--- config.mk ---
export PLATFORM = sky130hd
export DESIGN_NAME = div_unit_flat
export DESIGN_NICKNAME = d
export VERILOG_FILES = /design/src/rtl/div_if.sv /design/src/rtl/div_unit.sv /design/src/flat_wrapper.sv
export SDC_FILE = /design/constraint.sdc
export NUM_CORES = 1
export LEC_CHECK = 0
export BUFFER_PORTS_ARGS = -buffer_cell sky130_fd_sc_hd__buf_2
export CAP_MARGIN = 15
export CORE_MARGIN = 2
export CORE_UTILIZATION = 60
export DETAILED_ROUTE_END_ITERATION = 6
export PLACE_DENSITY = 0.88
export RECOVER_POWER = 50
export SETUP_SLACK_MARGIN = 0.02
export SYNTH_ARGS = -nofsm -noshare
export SYNTH_HDL_FRONTEND = slang
export SYNTH_SLANG_ARGS = --single-unit
--- constraint.sdc ---
create_clock -name clk -period 4.6 [get_ports clk]
set_input_delay 0.46 -clock clk [delete_from_list [all_inputs] [get_ports clk]]
set_output_delay 0.46 -clock clk [all_outputs]
set_load 0.01 [all_outputs]
--- src/rtl/div_if.sv ---
// Request/response bundle for the iterative divider: operands in, quotient/remainder/flags out.
interface div_if #(
  parameter int XLEN = 32
);
  logic            in_valid;
  logic            in_ready;
  logic            signed_mode;
  logic [XLEN-1:0] dividend;
  logic [XLEN-1:0] divisor;
  logic            out_valid;
  logic            out_ready;
  logic [XLEN-1:0] quotient;
  logic [XLEN-1:0] remainder;
  logic            divide_by_zero;
  logic            overflow;

  modport master (
    output in_valid, signed_mode, dividend, divisor, out_ready,
    input  in_ready, out_valid, quotient, remainder, divide_by_zero, overflow
  );

  modport slave (
    input  in_valid, signed_mode, dividend, divisor, out_ready,
    output in_ready, out_valid, quotient, remainder, divide_by_zero, overflow
  );
endinterface

--- src/rtl/div_unit.sv ---
// Iterative restoring divider, signed/unsigned, 1 or 2 quotient bits per cycle.
//   state | meaning
//   IDLE  | ready for a request
//   CALC  | restoring iterations in progress, count_q steps left
//   DONE  | result registered, waiting for out_ready
module div_unit #(
  parameter int XLEN           = 32,
  parameter int BITS_PER_CYCLE = 1
) (
  input  logic clk,
  input  logic resetn,
  input  logic flush,
  div_if.slave bus
);

  localparam int CW = $clog2(XLEN + 1);
  localparam logic [CW-1:0]   STEPS    = CW'(XLEN / BITS_PER_CYCLE);
  localparam logic [XLEN-1:0] MOST_NEG = {1'b1, {(XLEN-1){1'b0}}};

  typedef enum logic [1:0] {
    S_IDLE,
    S_CALC,
    S_DONE
  } state_e;

  state_e state_q, state_d;

  logic [CW-1:0]   count_q, count_d;
  logic [XLEN-1:0] dsr_q, dsr_d;
  logic [XLEN-1:0] dvd_q, dvd_d;
  logic [XLEN-1:0] rem_q, rem_d;
  logic            neg_quo_q, neg_quo_d;
  logic            neg_rem_q, neg_rem_d;
  logic            ovf_pend_q, ovf_pend_d;
  logic [XLEN-1:0] quo_out_q, quo_out_d;
  logic [XLEN-1:0] rem_out_q, rem_out_d;
  logic            dbz_q, dbz_d;
  logic            ovf_q, ovf_d;

  logic            accept;
  logic            div_zero;
  logic            load_calc;
  logic            load_zero;
  logic            iterate;
  logic            finish;
  logic [XLEN-1:0] step_rem;
  logic [XLEN-1:0] step_dvd;
  logic [XLEN:0]   trial;
  logic [XLEN:0]   diff;

  function automatic logic [XLEN-1:0] magnitude(input logic [XLEN-1:0] x,
                                                input logic            is_signed);
    magnitude = (is_signed && x[XLEN-1]) ? -x : x;
  endfunction

  assign bus.in_ready       = (state_q == S_IDLE) && !flush;
  assign bus.out_valid      = (state_q == S_DONE);
  assign bus.quotient       = quo_out_q;
  assign bus.remainder      = rem_out_q;
  assign bus.divide_by_zero = dbz_q;
  assign bus.overflow       = ovf_q;

  assign accept   = bus.in_valid && bus.in_ready;
  assign div_zero = (bus.divisor == '0);

  always_ff @(posedge clk or negedge resetn) begin
    if (!resetn) state_q <= S_IDLE;
    else         state_q <= state_d;
  end

  always_comb begin
    state_d   = state_q;
    load_calc = 1'b0;
    load_zero = 1'b0;
    iterate   = 1'b0;
    finish    = 1'b0;
    if (flush) begin
      state_d = S_IDLE;
    end else begin
      case (state_q)
        S_IDLE: begin
          if (accept) begin
            if (div_zero) begin
              state_d   = S_DONE;
              load_zero = 1'b1;
            end else begin
              state_d   = S_CALC;
              load_calc = 1'b1;
            end
          end
        end
        S_CALC: begin
          iterate = 1'b1;
          if (count_q == CW'(1)) begin
            state_d = S_DONE;
            finish  = 1'b1;
          end
        end
        S_DONE: begin
          if (bus.out_ready) state_d = S_IDLE;
        end
        default: state_d = S_IDLE;
      endcase
    end
  end

  // Chained restoring steps; quotient bits shift into dvd from the LSB as dividend bits leave the MSB.
  always_comb begin
    step_rem = rem_q;
    step_dvd = dvd_q;
    trial    = '0;
    diff     = '0;
    for (int i = 0; i < BITS_PER_CYCLE; i++) begin
      trial    = {step_rem, step_dvd[XLEN-1]};
      diff     = trial - {1'b0, dsr_q};
      step_dvd = {step_dvd[XLEN-2:0], ~diff[XLEN]};
      step_rem = diff[XLEN] ? trial[XLEN-1:0] : diff[XLEN-1:0];
    end
  end

  always_comb begin
    count_d    = count_q;
    dsr_d      = dsr_q;
    dvd_d      = dvd_q;
    rem_d      = rem_q;
    neg_quo_d  = neg_quo_q;
    neg_rem_d  = neg_rem_q;
    ovf_pend_d = ovf_pend_q;
    quo_out_d  = quo_out_q;
    rem_out_d  = rem_out_q;
    dbz_d      = dbz_q;
    ovf_d      = ovf_q;
    if (load_calc) begin
      count_d    = STEPS;
      dsr_d      = magnitude(bus.divisor, bus.signed_mode);
      dvd_d      = magnitude(bus.dividend, bus.signed_mode);
      rem_d      = '0;
      neg_quo_d  = bus.signed_mode & (bus.dividend[XLEN-1] ^ bus.divisor[XLEN-1]);
      neg_rem_d  = bus.signed_mode & bus.dividend[XLEN-1];
      ovf_pend_d = bus.signed_mode && (bus.dividend == MOST_NEG) && (&bus.divisor);
    end
    if (load_zero) begin
      quo_out_d = '0;
      rem_out_d = bus.dividend;
      dbz_d     = 1'b1;
      ovf_d     = 1'b0;
    end
    if (iterate) begin
      count_d = count_q - CW'(1);
      dvd_d   = step_dvd;
      rem_d   = step_rem;
    end
    // Most-negative / -1 needs no special case: negation of 2^(XLEN-1) wraps to itself.
    if (finish) begin
      quo_out_d = neg_quo_q ? -step_dvd : step_dvd;
      rem_out_d = neg_rem_q ? -step_rem : step_rem;
      dbz_d     = 1'b0;
      ovf_d     = ovf_pend_q;
    end
  end

  always_ff @(posedge clk or negedge resetn) begin
    if (!resetn) begin
      count_q    <= '0;
      dsr_q      <= '0;
      dvd_q      <= '0;
      rem_q      <= '0;
      neg_quo_q  <= 1'b0;
      neg_rem_q  <= 1'b0;
      ovf_pend_q <= 1'b0;
      quo_out_q  <= '0;
      rem_out_q  <= '0;
      dbz_q      <= 1'b0;
      ovf_q      <= 1'b0;
    end else begin
      count_q    <= count_d;
      dsr_q      <= dsr_d;
      dvd_q      <= dvd_d;
      rem_q      <= rem_d;
      neg_quo_q  <= neg_quo_d;
      neg_rem_q  <= neg_rem_d;
      ovf_pend_q <= ovf_pend_d;
      quo_out_q  <= quo_out_d;
      rem_out_q  <= rem_out_d;
      dbz_q      <= dbz_d;
      ovf_q      <= ovf_d;
    end
  end

endmodule

--- src/flat_wrapper.sv ---
// flat-port wrapper written by rule: the top's interface ports become plain ports
module div_unit_flat 
#(
  parameter int XLEN           = 32,
  parameter int BITS_PER_CYCLE = 1
)
  (clk, resetn, flush, bus_in_valid, bus_signed_mode, bus_dividend, bus_divisor, bus_out_ready, bus_in_ready, bus_out_valid, bus_quotient, bus_remainder, bus_divide_by_zero, bus_overflow);
  div_if #(.XLEN(XLEN)) bus_i ();
  input  logic clk;
  input  logic resetn;
  input  logic flush;
  input wire logic [$bits(bus_i.in_valid)-1:0] bus_in_valid;
  input wire logic [$bits(bus_i.signed_mode)-1:0] bus_signed_mode;
  input wire logic [$bits(bus_i.dividend)-1:0] bus_dividend;
  input wire logic [$bits(bus_i.divisor)-1:0] bus_divisor;
  input wire logic [$bits(bus_i.out_ready)-1:0] bus_out_ready;
  output wire logic [$bits(bus_i.in_ready)-1:0] bus_in_ready;
  output wire logic [$bits(bus_i.out_valid)-1:0] bus_out_valid;
  output wire logic [$bits(bus_i.quotient)-1:0] bus_quotient;
  output wire logic [$bits(bus_i.remainder)-1:0] bus_remainder;
  output wire logic [$bits(bus_i.divide_by_zero)-1:0] bus_divide_by_zero;
  output wire logic [$bits(bus_i.overflow)-1:0] bus_overflow;
  assign bus_i.in_valid = bus_in_valid;
  assign bus_i.signed_mode = bus_signed_mode;
  assign bus_i.dividend = bus_dividend;
  assign bus_i.divisor = bus_divisor;
  assign bus_i.out_ready = bus_out_ready;
  assign bus_in_ready = bus_i.in_ready;
  assign bus_out_valid = bus_i.out_valid;
  assign bus_quotient = bus_i.quotient;
  assign bus_remainder = bus_i.remainder;
  assign bus_divide_by_zero = bus_i.divide_by_zero;
  assign bus_overflow = bus_i.overflow;
  div_unit #(.XLEN(XLEN), .BITS_PER_CYCLE(BITS_PER_CYCLE)) u_core (.clk(clk), .resetn(resetn), .flush(flush), .bus(bus_i));
endmodule
-- Word-level counts from Yosys, hierarchy flattened
Index checks and enable logic that the tools add are counted.
- register bits: 173
- latch bits: 0
- memory bits (writable): 0
- ROM bits: 0
- bits of input ports: 70
- output and inout bits: 68
- logic and storage cells: 80
- memories: 0
- add/sub/neg operators: 6
- multiply operators: 0
- div/mod/pow operators: 0
- magnitude comparators: 0
- eq/ne operators: 7
- shift operators: 0
- multiplexer cells: 38
- bitwise operators: 4
- reductions and logical operators: 13
- operator list (operator ; number):
    $mux W32 ; 13
    $neg A32 Y32 ; 4
    $sub A33 B32 Y33 ; 1
    $eq A32 B32 Y1 const B ; 1
    $logic_not A32 Y1 ; 1
    $reduce_and A32 Y1 ; 1
    $mux W1 ; 17
    $mux W6 ; 2
    $mux W2 ; 5
    $eq A6 B1 Y1 const B ; 1
    $logic_and A1 B1 Y1 ; 6
    $ne A3 B2 Y1 const B ; 2
    $pmux W2 S3 ; 1
    $sub A6 B1 Y6 const B ; 1
    $reduce_bool A2 Y1 ; 2
    $ne A3 B3 Y1 const B ; 1
    $reduce_and A3 Y1 ; 1
    $and A1 B1 Y1 ; 2
    $eq A2 B1 Y1 const B ; 1
    $eq A2 B2 Y1 const B ; 1
    $logic_not A2 Y1 ; 1
    $logic_not A1 Y1 ; 1
    $not A1 Y1 ; 1
    $xor A1 B1 Y1 ; 1

-- Longest topological paths before layout
Gate-level depths: netlist (run 1).
- depth after elaboration: 8
- gate-level depth with buffers: 20
- depth with buffers taken out: 19

-- Least setup slack after synthesis (run 1)
Ideal clock, no wire load.
- path type: flip-flop to flip-flop
- from: reg u_core.dvd_q[31]
- to: reg u_core.quo_out_q[26], in the netlist u_core.bus.quotient[26]
- library setup time: 0.134 ns
- data arrival time: 4.029 ns
- setup slack: 0.437 ns
- cell stages (with the launch flop): 21
- cells stage by stage: dfrtp_1 inv_1 ha_1 inv_1 fa_1 a211oi_2 o211ai_1 nand3_1 a21boi_0 o211a_1 clkinv_1 buf_1 ha_1 nand3b_1 nand2b_1 nand2b_1 nor4_1 nand2_1 o31ai_1 xor2_1 o21ai_0
- cells in the longest elaborated chain, start to end: 5
- RTL lines (item ; line ; RTL):
    start, declared ; div_unit.sv:30 ; logic [XLEN-1:0] dvd_q, dvd_d;
    start signal, assigned ; div_unit.sv:178 ; dvd_q <= dvd_d;
    $sub A33 B32 Y33 ; div_unit.sv:115 ; diff = trial - {1'b0, dsr_q};
    $not A1 Y1 ; div_unit.sv:116 ; step_dvd = {step_dvd[XLEN-2:0], ~diff[XLEN]};
    $neg A32 Y32 ; div_unit.sv:155 ; quo_out_d = neg_quo_q ? -step_dvd : step_dvd;
    $mux W32 ; div_unit.sv:155 ;
    $mux W32 ; div_unit.sv:154 ; if (finish) begin
    end signal, assigned ; div_unit.sv:183 ; quo_out_q <= quo_out_d;
    end, declared ; div_unit.sv:35 ; logic [XLEN-1:0] quo_out_q, quo_out_d;
No other way between the ends.
A chain may end at the register's enable or synchronous reset.

-- Worst setup path in the final report (run 1)
- from: reg u_core.dvd_q[31]
- to: reg u_core.rem_out_q[24], in the netlist u_core.bus.remainder[24]
- cells in the longest elaborated chain, start to end: 5
- RTL lines (item ; line ; RTL):
    $sub A33 B32 Y33 ; div_unit.sv:115 ;
    $mux W32 * ; div_unit.sv:117 ; step_rem = diff[XLEN] ? trial[XLEN-1:0] : diff[XLEN-1:0];
    $neg A32 Y32 ; div_unit.sv:156 ; rem_out_d = neg_rem_q ? -step_rem : step_rem;
    $mux W32 * ; div_unit.sv:156 ;
    $mux W32 * ; div_unit.sv:154 ;
    end signal, assigned ; div_unit.sv:184 ; rem_out_q <= rem_out_d;
    end, declared ; div_unit.sv:36 ; logic [XLEN-1:0] rem_out_q, rem_out_d;
Mark *: on every way between the ends. The rest lies on a longest branch, timed or not.

==> flow_metrics.tcl, run 1 <==
set metrics [dict create \
    run_status "complete, but fails checks" \
    violations "design-rule violations, max-capacitance violations, max-slew violations" \
    relSlewSlack_pct -72.29 \
    synthAdderAreaFrac_pct 4.037 \
    wl_um 34590 \
    synth_edf_count 0 \
    drtIter0Drc 1087 \
    path_cells "inv_1, ha_1, inv_1, fa_1, a211oi_4, o211ai_1, nand3_2, a21o_1, o211a_2, clkinv_1, mux2i_1, ha_1, nand2_1, or4_4, o21ai_0, xnor2_1, o21ai_1" \
    syn-num-nets 1644 \
    required_ns 4.88 \
    fp.dieW_um 148.8 \
    cts_tree "done" \
    cts_setup_buffers 0 \
    synth_top_cell_by_area "dfrtp_1" \
    avgSynthCellArea_sq_um 8.203 \
    syn_area_sq_mm 0.01258 \
    grt.total_usage_pct 31.00 \
    yosys.area_share.simple_pct 21.81 \
    diodes 0 \
    end_kind "flop" \
    dieHeight_um 148.8 \
    hp-class "in2reg" \
    crit_path_start_kind "flop" \
    yosysWarnings 0 \
    grt_pass1_wl_um 55160 \
    path_clk_slew_ns 0.08 \
    p_leak_nw 6.100 \
    drive_gt1_share_pct 12.21 \
    synth_top_family_by_area "compound AO/OA/AOI/OAI gates" \
    synth_cell_types 81 \
    post_synth_xor_area_fraction_pct 9.884 \
    cts_sinks 173 \
    finalSetupViolCount 0 \
    areaGrowthSynthToFinish_pct 11.28 \
    grt_overflow 0 \
    ys_ff_latch 173 \
    placed_cells 1876 \
    firstDrtPassIters 7 \
    max_cap_violations 2 \
    crit_path_max_incr_delay_ns 0.50 \
    die_area_sq_mm 0.02215 \
    crit_type "reg2reg" \
    power.density_mw_per_mm2 429.1 \
    ys.flop_type "dfrtp_1" \
    grt_max_degree 104 \
    cts_buffers 17 \
    synth.area.top_cells "dfrtp_1 (34%), o21ai_0 (6.8%), nand2_1 (5.3%), xor2_1 (5.0%), xnor2_1 (4.9%)" \
    drc 7 \
    worstMarginPinSlew_ns 2.584 \
    synth_top_area_share_pct 34.40 \
    cp_max_fo 7 \
    num_io_pins 138 \
    h-tree-depth 4 \
    grt_antenna_before_repair 0 \
    fmax_ghz 0.2292 \
    routabilityCongestion 0.9920 \
    vias 12100 \
    peakVddDrop_mv 0.2190 \
    wl_per_cell_um 18.13 \
    port-buffer-count 137 \
    holdPathStages 2 \
    fin_worst_skew_ns 0.01046 \
    dp_hpwl_um 26130 \
    grt_pass1_vias 10950 \
    tns_ns 0 \
    clock_latency_ns 0.43 \
    fillers 1628 \
    cts_root_buf "clkbuf_16" \
    hold_viol 0 \
    vias_per_cell 6.341 \
    nets 1735 \
    crit_arrival_ns 4.65 \
    fin_cells 1908 \
    period_share_pct 94.86 \
    antenna_left 0 \
    min_period_ns 4.364 \
    syn_inst 1534 \
    synth_compound_area_share_pct 22.14 \
    fp-row-count 52 \
    muxShareOfSynthArea_pct 2.834 \
    r2r_cells 17 \
    core_sq_mm 0.02043 \
    rsz0062_at_grt "true" \
    start_util_pct 61.59 \
    slowest_stage "or4_4" \
    clockBufferDepth 2 \
    synth-seq-area-share_pct 34.40 \
    drv_slew 139 \
    async_flop_share_pct 100.0 \
]
[cell type report]
cell class / count / area [sq um] / area share [%]
clock buffer: 18 / 429.2 / 3.065
clock inverter: 14 / 146.4 / 1.045
inverter: 51 / 191.4 / 1.367
multi-input combinational: 1217 / 7695 / 54.95
sequential: 173 / 4329 / 30.92
tap: 270 / 337.8 / 2.413
timing repair buffer: 165 / 873.3 / 6.237
[through the flow]
| step | setup WS (ns) | power [mW] | hold slack, ns | util [%] | instance area [sq um] |
|---|---|---|---|---|---|
| finish | 0.2363 | 6.008 | 0.1933 | 68.54 | 14000 |
| detailed placement | 0.1829 | 4.561 | 0.4661 | 65.80 | 13440 |
| CTS | 0.1744 | 5.984 | 0.1667 | 68.61 | 14020 |
| global route | 0.01108 | 6.365 | 0.1957 | 68.54 | 14000 |
| global placement | 0.3062 | 4.478 | 0.4536 | 65.80 | 13440 |
| floorplan | 0.4367 | 3.833 | 0.1644 | - | 12580 |
[critical path, delay by kind of cell (launching register included)]
kind,cells,cell delay (ns)
DFF,1,0.41
xor gates and xnor gates,1,0.17
and+or+nand+nor,3,0.90
adders and majority gates,3,0.83
muxes,1,0.31
AOI/OAI and AO/OA,6,1.18
buffers and inverters,3,0.38
[flip-flops by register name, summed over array words and instances (netlist names)]
register / count
u_core.bus.quotient: 32
u_core.bus.remainder: 32
u_core.neg_rem_q: 1
u_core.ovf_pend_q: 1
u_core.bus.divide_by_zero: 1
u_core.neg_quo_q: 1
u_core.dsr_q: 32
u_core.rem_q: 32
u_core.bus.overflow: 1
u_core.state_q: 2
u_core.dvd_q: 32
u_core.count_q: 6
[worst paths after layout]
kind / from / endpoint / slack (ns)
max: u_core.dvd_q[31] / u_core.bus.remainder[24] / 0.24
max in group asynchronous: resetn / u_core.rem_q[18] / 1.03
min in group asynchronous: resetn / u_core.bus.quotient[3] / 0.82
min: bus_out_ready / u_core.state_q[1] / 0.19
min reg2reg: u_core.bus.quotient[27] / u_core.bus.quotient[27] / 0.48
max reg2reg: u_core.dvd_q[31] / u_core.bus.remainder[24] / 0.24
[what timing repair did]
action	CTS	global route
hold endpoints to repair	0	0
resized for setup	0	7
hold buffers	0	0
endpoints found under the setup margin	0	13
[layer usage]
| metal | share of wire, % | track usage (%) | vias to the layer above |
|---|---|---|---|
| li1 | - | - | 5749 |
| met1 | 43 | 42.69 | 5703 |
| met2 | 47 | 51.39 | 567 |
| met3 | 8.2 | 3.976 | 80 |
| met4 | 2.4 | 9.571 | 0 |
| met5 | 0 | 0 | - |
[cells in the mapped netlist (5+ instances only)]
cell,n
dfrtp_1,173
o31ai_1,23
o41ai_1,10
or4_1,16
a21oi_1,83
nor4_1,14
a21o_1,13
nand2b_1,10
nand3b_1,5
clkbuf_1,53
a31oi_1,19
o21a_1,7
o21ai_1,6
a22oi_1,9
o21ai_0,171
buf_2,27
buf_1,7
mux2i_1,32
xor2_1,72
and2_1,10
ha_1,39
nand2_1,176
or2_2,6
or3_1,21
a221o_1,32
a211oi_1,10
and4_1,7
nor3_1,35
buf_6,5
inv_1,50
and3_1,14
xnor2_1,70
o211ai_1,13
nor2b_1,7
nand4_1,22
nand3_1,81
nor2_1,114
[where the power goes]
part           total (mW)  internal, mW  leakage, nW  switching [mW]
Sequential           2.27          1.91         2.29           0.366
Combinational        2.31         0.929         3.53            1.38
Clock                1.42         0.725        0.279           0.696
Total                6.01          3.56         6.10            2.45
[layout by cell type (no fill, tap or decap), types with 13 or more instances in the layout]
cell type	instances
a21o_1	13
a21oi_1	83
a221o_1	32
a31oi_1	19
and3_1	14
buf_2	103
buf_4	24
clkbuf_1	35
clkbuf_16	17
dfrtp_1	173
ha_1	39
inv_1	50
mux2i_1	31
nand2_1	174
nand3_1	79
nand4_1	22
nor2_1	113
nor3_1	34
nor4_1	13
o211ai_1	13
o21ai_0	171
o31ai_1	22
or3_1	21
or4_1	16
xnor2_1	70
xor2_1	72
[cells by family after synthesis]
| family | count (synthesis) |
|---|---|
| multiplexers | 35 |
| AO/OA/AOI/OAI | 440 |
| XOR/XNOR | 142 |
| flip-flops | 173 |
| AND/OR/NAND/NOR | 560 |
| adder cells (fa/ha/maj) | 40 |
| buffers and inverters | 144 |
Power figures use the tool's default switching activity.
==> run 2: changes to the inputs <==
- ABC_AREA: default -> 0
- ABC_CLOCK_PERIOD_IN_PS: default -> 4600
- REMOVE_ABC_BUFFERS: default -> 1
==> run 2 against run 1 <==
The run ends with max-capacitance violations, max-slew violations left. Register-to-register slack got worse by 0.02 ns. Critical endpoint is now u_core.bus.quotient[26]. Combinational power hardly changed. Die area unchanged. Core utilization up 0.45 points.
==> flow_metrics.tcl, run 2 (synthesized netlist as in run 1, its figures left out) <==
set metrics [dict create \
    run_status "complete, but fails checks" \
    violations "max-capacitance violations, max-slew violations" \
    required_ns 4.91 \
    die_area_sq_mm 0.02215 \
    vias 12100 \
    max_cap_violations 1 \
    areaGrowthSynthToFinish_pct 12.00 \
    grt_antenna_before_repair 0 \
    vias_per_cell 6.339 \
    postPlaceCellArea_sq_mm 0.01345 \
    routabilityCongestion 0.9431 \
    period_share_pct 95.40 \
    worstMarginPinSlew_ns 2.371 \
    top_usage_layer "met2" \
    power.switching_mw 2.397 \
    cp_max_fo 6 \
    crit_path_start_kind "flop" \
    wl_per_cell_um 18.27 \
    drc 0 \
    clock_latency_ns 0.44 \
    power.density_mw_per_mm2 434.3 \
    cts_sinks 173 \
    cts_tree "done" \
    grt_max_degree 95 \
    rsz0062_at_grt "false" \
    grt_overflow 0 \
    h-tree-depth 4 \
    fin_util_pct 68.99 \
    drive_gt1_share_pct 12.39 \
    grt_pass1_wl_um 56150 \
    fp.dieW_um 148.8 \
    core_sq_mm 0.02043 \
    fmax_ghz 0.2279 \
    drtIter0Drc 1137 \
    met1_usage_pct 43.73 \
    antenna_left 0 \
    firstDrtPassIters 5 \
    path_clk_slew_ns 0.07 \
    num_io_pins 138 \
    tns_ns 0 \
    dieHeight_um 148.8 \
    fin_worst_skew_ns 0.009946 \
    p_leak_nw 6.121 \
    port-buffer-count 137 \
    relSlewSlack_pct -58.05 \
    pwr-share-clk_pct 24.9 \
    end_kind "flop" \
    dp_hpwl_um 25720 \
    fp-row-count 52 \
    diodes 0 \
    pwr-share-comb_pct 37.9 \
    finalSetupViolCount 0 \
    grt.total_usage_pct 31.65 \
    mostFrequentLayoutCells "nand2_1 (173), dfrtp_1 (173), o21ai_0 (171)" \
    drv_slew 95 \
    post-route-cell-area_sq_mm 0.01409 \
    grt_pass1_vias 11190 \
    min_period_ns 4.389 \
    sw_frac_of_total_pct 39.16 \
    met2_usage_pct 51.30 \
    crit_path_start "u_core.dvd_q[31]" \
    grtUsageMet3_pct 4.251 \
    wl_um 34870 \
    crit_arrival_ns 4.70 \
    peakVddDrop_mv 0.2029 \
    pwr-share-seq_pct 37.2 \
    r2r_start "u_core.dvd_q[31]" \
    hold_viol 0 \
    clockBufferDepth 2 \
    start_util_pct 61.59 \
    power.internal_mw 3.724 \
    cts_buffers 17 \
    crit_type "reg2reg" \
    nets 1735 \
    cts_root_buf "clkbuf_16" \
    hp-start "bus_out_ready" \
    hp-class "in2reg" \
]
==> run 2: cell count changes in the layout (fill, tap and decap cells not counted), moves of 2 or more <==
cell        before  now
buf_12           2    4
buf_4           24   22
bufinv_16        0    3
clkinv_4         3    1
clkinvlp_4       1    4
inv_8            4    1
==> run 2: layer usage <==
metal,vias up,share of wire (%)
met5,-,0
met4,0,2.8
met3,75,8.4
met2,594,47
met1,5696,42
li1,5730,-
==> run 2: final timing paths <==
kind	to	slack [ns]	depth (start not counted)
max in group asynchronous	u_core.rem_q[17]	1.77	2
worst min-delay path	u_core.state_q[1]	0.19	2
worst min register to register	u_core.ovf_pend_q	0.48	2
min in group asynchronous	u_core.bus.quotient[5]	0.74	1
worst max register to register	u_core.bus.quotient[26]	0.21	20
worst max-delay path	u_core.bus.quotient[26]	0.21	20
==> run 2: what timing repair did <==
| item | in CTS | in global routing |
|---|---|---|
| setup buffers | 0 | 0 |
| hold buffers | 0 | 0 |
| setup endpoints to repair | 0 | 15 |
| resized for setup | 0 | 11 |
==> run 2: power groups by stage <==
stage	combinational, mW	clock (mW)	sequential (mW)
6_report	2.32	1.52	2.27
5_1_grt	2.58	1.59	2.33
4_1_cts	2.30	1.53	2.26
3_5_place_dp	2.27	0	2.28
3_3_place_gp	2.21	0	2.26
2_1_floorplan	1.50	0	2.29
==> run 2: through the flow <==
stage               setup slack [ns]  std cells  power [mW]  hold slack [ns]
global route                 0.02098       1908       6.491           0.2059
finish                        0.2115       1908       6.122           0.1897
detailed placement            0.1771       1875       4.552           0.4661
global placement              0.2788       1875       4.475           0.4553
CTS                           0.1619       1907       6.080           0.1401
floorplan                     -1.245       1441       3.787           0.1644
==> run 2: worst max-delay path: stages, from the launching register on <==
cell	delay, ns
dfrtp_1	0.42
inv_1	0.07
ha_1	0.16
inv_1	0.05
fa_1	0.46
a211oi_4	0.32
o211ai_1	0.26
nand3_2	0.20
a21boi_0	0.10
o211a_2	0.31
clkinvlp_4	0.17
ha_1	0.25
nand3b_1	0.15
nand2b_1	0.21
nand2b_1	0.20
nor4_1	0.19
buf_4	0.17
nand2_1	0.09
o31ai_2	0.23
xor2_1	0.17
o21ai_0	0.09
==> run 2: cell type report <==
class,count,area [sq um]
Multi-Input combinational cell,1217,7710
Fill cell,1620,6336
Sequential cell,173,4329
Timing Repair Buffer,165,898.4
Clock buffer,19,442.9
Tap cell,270,337.8
Inverter,51,195.2
Clock inverter,13,180.2
==> run 3: changes to the inputs <==
- ABC_AREA: 0 -> 1
- CELL_PAD_IN_SITES_DETAIL_PLACEMENT: default -> 1
- CELL_PAD_IN_SITES_GLOBAL_PLACEMENT: default -> 2
- CORE_UTILIZATION: 60 -> 33
==> run 3 against run 2 <==
The flow still finishes with violations (max-capacitance violations, max-slew violations). Via count is 15% higher. Setup slack gained 0.16 ns. Non-clock buffer count fell by 7. Global-route usage shrank 6.6 points. Core utilization is 31 points lower. Sequential cell count is the same. Final cell count grew 40%. Power increased by 69%. Highest routed layer unchanged.
==> flow_metrics.tcl, run 3 <==
set metrics [dict create \
    run_status "complete, but fails checks" \
    violations "max-capacitance violations, max-slew violations" \
    power.density_mw_per_mm2 685.6 \
    async_flop_share_pct 100.0 \
    rsz0062_at_grt "false" \
    p_leak_nw 7.731 \
    path_clk_slew_ns 0.07 \
    pwr-share-clk_pct 13.8 \
    yosysMostFrequentCell "nand2_1" \
    synth-seq-area-share_pct 32.49 \
    finalSetupViolCount 0 \
    yosysWarnings 0 \
    worstMarginPinSlew_ns 3.010 \
    core_sq_mm 0.03982 \
    p_total_mw 10.32 \
    peakVddDrop_mv 0.3333 \
    antenna_left 0 \
    firstDrtPassIters 5 \
    cp_max_fo 38 \
    num_io_pins 138 \
    drtIter0Drc 861 \
    fp.dieW_um 204.9 \
    power.switching_mw 5.567 \
    cts_root_buf "clkbuf_16" \
    muxShareOfSynthArea_pct 0 \
    ctsHoldBuffers 0 \
    hold_viol 0 \
    vias_per_cell 5.226 \
    hp-class "in2reg" \
    ys.flop_type "dfrtp_1" \
    synth_top_family_by_area "simple AND/OR/NAND/NOR gates" \
    dp_hpwl_um 40190 \
    grt_pass1_vias 14560 \
    synth_compound_area_share_pct 14.04 \
    die_area_sq_mm 0.04200 \
    vias 13960 \
    wl_um 51650 \
    cts_buffers 17 \
    grt_max_degree 108 \
    pwr-share-seq_pct 23.9 \
    grt.total_usage_pct 25.09 \
    fin_cells 2672 \
    relSlewSlack_pct -100.7 \
    synth_edf_count 0 \
    yosys.area_share.simple_pct 34.19 \
    placed_cells 2638 \
    required_ns 4.95 \
    max_cap_violations 1 \
    synth_cell_types 51 \
    pwr-share-comb_pct 62.2 \
    crit_path_start_kind "flop" \
    h-tree-depth 4 \
    syn_inst 2022 \
    synth_top_cell_by_area "dfrtp_1" \
    ys_ff_latch 173 \
    grt_pass1_wl_um 81450 \
    dieHeight_um 204.9 \
    tns_ns 0 \
    synth.area.top_cells "dfrtp_1 (32%), nand2_1 (19%), inv_1 (7.4%), nor2_1 (5.3%), o21ai_0 (4.5%)" \
    mostFrequentLayoutCells "nand2_1 (657), inv_1 (263), nor2_1 (186)" \
    drv_slew 107 \
    port-buffer-count 137 \
    drc 0 \
    synth_top_area_share_pct 32.49 \
    start_util_pct 33.46 \
    cts_sinks 173 \
    routabilityCongestion 0.8966 \
    syn_area_sq_mm 0.01332 \
    cts_tree "done" \
    clock_latency_ns 0.46 \
    post_synth_xor_area_fraction_pct 5.390 \
    clockBufferDepth 2 \
    period_share_pct 92.03 \
    nets 2243 \
    crit_arrival_ns 4.58 \
    fmax_ghz 0.2362 \
    crit_type "reg2reg" \
    avgSynthCellArea_sq_um 6.590 \
    fp-row-count 73 \
    ys_top_cells_by_count "nand2_1 (658), inv_1 (264), nor2_1 (189), dfrtp_1 (173), o21ai_0 (120)" \
    synthAdderAreaFrac_pct 3.813 \
    end_kind "flop" \
    drive_gt1_share_pct 11.14 \
    final_common_cell "nand2_1" \
    grt_antenna_before_repair 2 \
    wl_per_cell_um 19.33 \
    grt_overflow 0 \
    min_period_ns 4.233 \
    areaGrowthSynthToFinish_pct 13.00 \
    fin_worst_skew_ns 0.01155 \
    power.internal_mw 4.756 \
    sw_frac_of_total_pct 53.93 \
]
==> run 3: changes by cell type after synthesis, sizes merged, moves of 26 or more <==
cell / before / now
o221ai: 1 / 33
o22ai: 4 / 30
o21ai: 179 / 148
inv: 50 / 271
a221o: 32 / 0
xnor2: 70 / 26
nor2: 116 / 198
nand2: 176 / 697
mux2i: 33 / 0
==> run 3: worst paths after layout <==
check | cells after the start | end | startpoint | slack [ns]
max in group asynchronous | 1 | u_core.rem_q[19] | resetn | 1.86
worst min register to register | 1 | u_core.count_q[5] | u_core.count_q[5] | 0.48
worst max register to register | 26 | u_core.bus.remainder[28] | u_core.dvd_q[31] | 0.37
worst max-delay path | 26 | u_core.bus.remainder[28] | u_core.dvd_q[31] | 0.37
min in group asynchronous | 1 | u_core.dvd_q[4] | resetn | 0.97
worst min-delay path | 2 | u_core.state_q[1] | bus_out_ready | 0.17
==> run 3: cell families (layout without fill, tap and decap cells) <==
| logic type | Yosys count | after routing |
|---|---|---|
| fa+ha+maj | 40 | 40 |
| flops | 173 | 173 |
| simple gates | 1079 | 1079 |
| buf+inv | 338 | 461 |
| other cells | 0 | 2 |
| xor+xnor | 82 | 82 |
| compound gates | 310 | 310 |
==> run 3: metal layers <==
layer	wire length (um)	global-route usage (%)	up-vias
met1	24180	34.48	6851
li1	-	-	6711
met5	0	0	-
met2	23540	40.46	348
met3	3108	5.091	53
met4	820	5.678	0
==> run 3: worst max-delay path, cell delays in order (launching register included) <==
cell and delay (ns):
dfrtp_1 0.36, inv_1 0.10, ha_1 0.18, inv_1 0.08, fa_1 0.42, nand2_1 0.10
nand2_1 0.06, nand3b_1 0.10, nand2_2 0.11, nand2_2 0.09, nand2_4 0.06, nand2_4 0.10
nand3_4 0.12, nand2_4 0.13, buf_4 0.44, nand2_1 0.13, nand2_2 0.15, ha_1 0.21
nand2_1 0.07, nor2_1 0.19, nand2_1 0.11, nor2_1 0.23, nand3_1 0.19, nand3_1 0.12
nand3_1 0.11, nand2_1 0.13, nand2_1 0.06
==> run 3: repair_timing <==
action	CTS	global route
setup buffers	0	0
resized for setup	0	3
endpoints found under the setup margin	0	7
==> run 3: final cells by class <==
| class | instances | area (sq um) |
|---|---|---|
| Antenna cell | 2 | 5.005 |
| Clock buffer | 20 | 466.7 |
| Clock inverter | 11 | 83.83 |
| Fill cell | 5270 | 24770 |
| Inverter | 272 | 1021 |
| Multi-Input combinational cell | 1511 | 7682 |
| Sequential cell | 173 | 4329 |
| Tap cell | 525 | 656.9 |
| Timing Repair Buffer | 158 | 810.8 |
==> run 3: power groups by stage <==
| stage | logic [mW] | clock network, mW | registers [mW] |
|---|---|---|---|
| floorplan | 4.27 | 0 | 2.48 |
| finish | 6.42 | 1.43 | 2.47 |
| CTS | 6.44 | 1.45 | 2.46 |
| global route | 7.22 | 1.51 | 2.53 |
| global placement | 6.23 | 0 | 2.46 |
| detailed placement | 6.39 | 0 | 2.48 |
==> run 3: metrics by stage <==
step | hold slack (ns) | util, % | cell area [sq um] | worst slack, ns
6_report | 0.1656 | 37.81 | 15060 | 0.3668
5_1_grt | 0.1629 | 37.81 | 15060 | 0.02461
4_1_cts | 0.1569 | 37.87 | 15080 | 0.1887
3_5_place_dp | 0.4689 | 36.48 | 14530 | 0.1713
3_3_place_gp | 0.4602 | 36.48 | 14530 | 0.3835
2_1_floorplan | 0.1644 | - | 13000 | -1.924
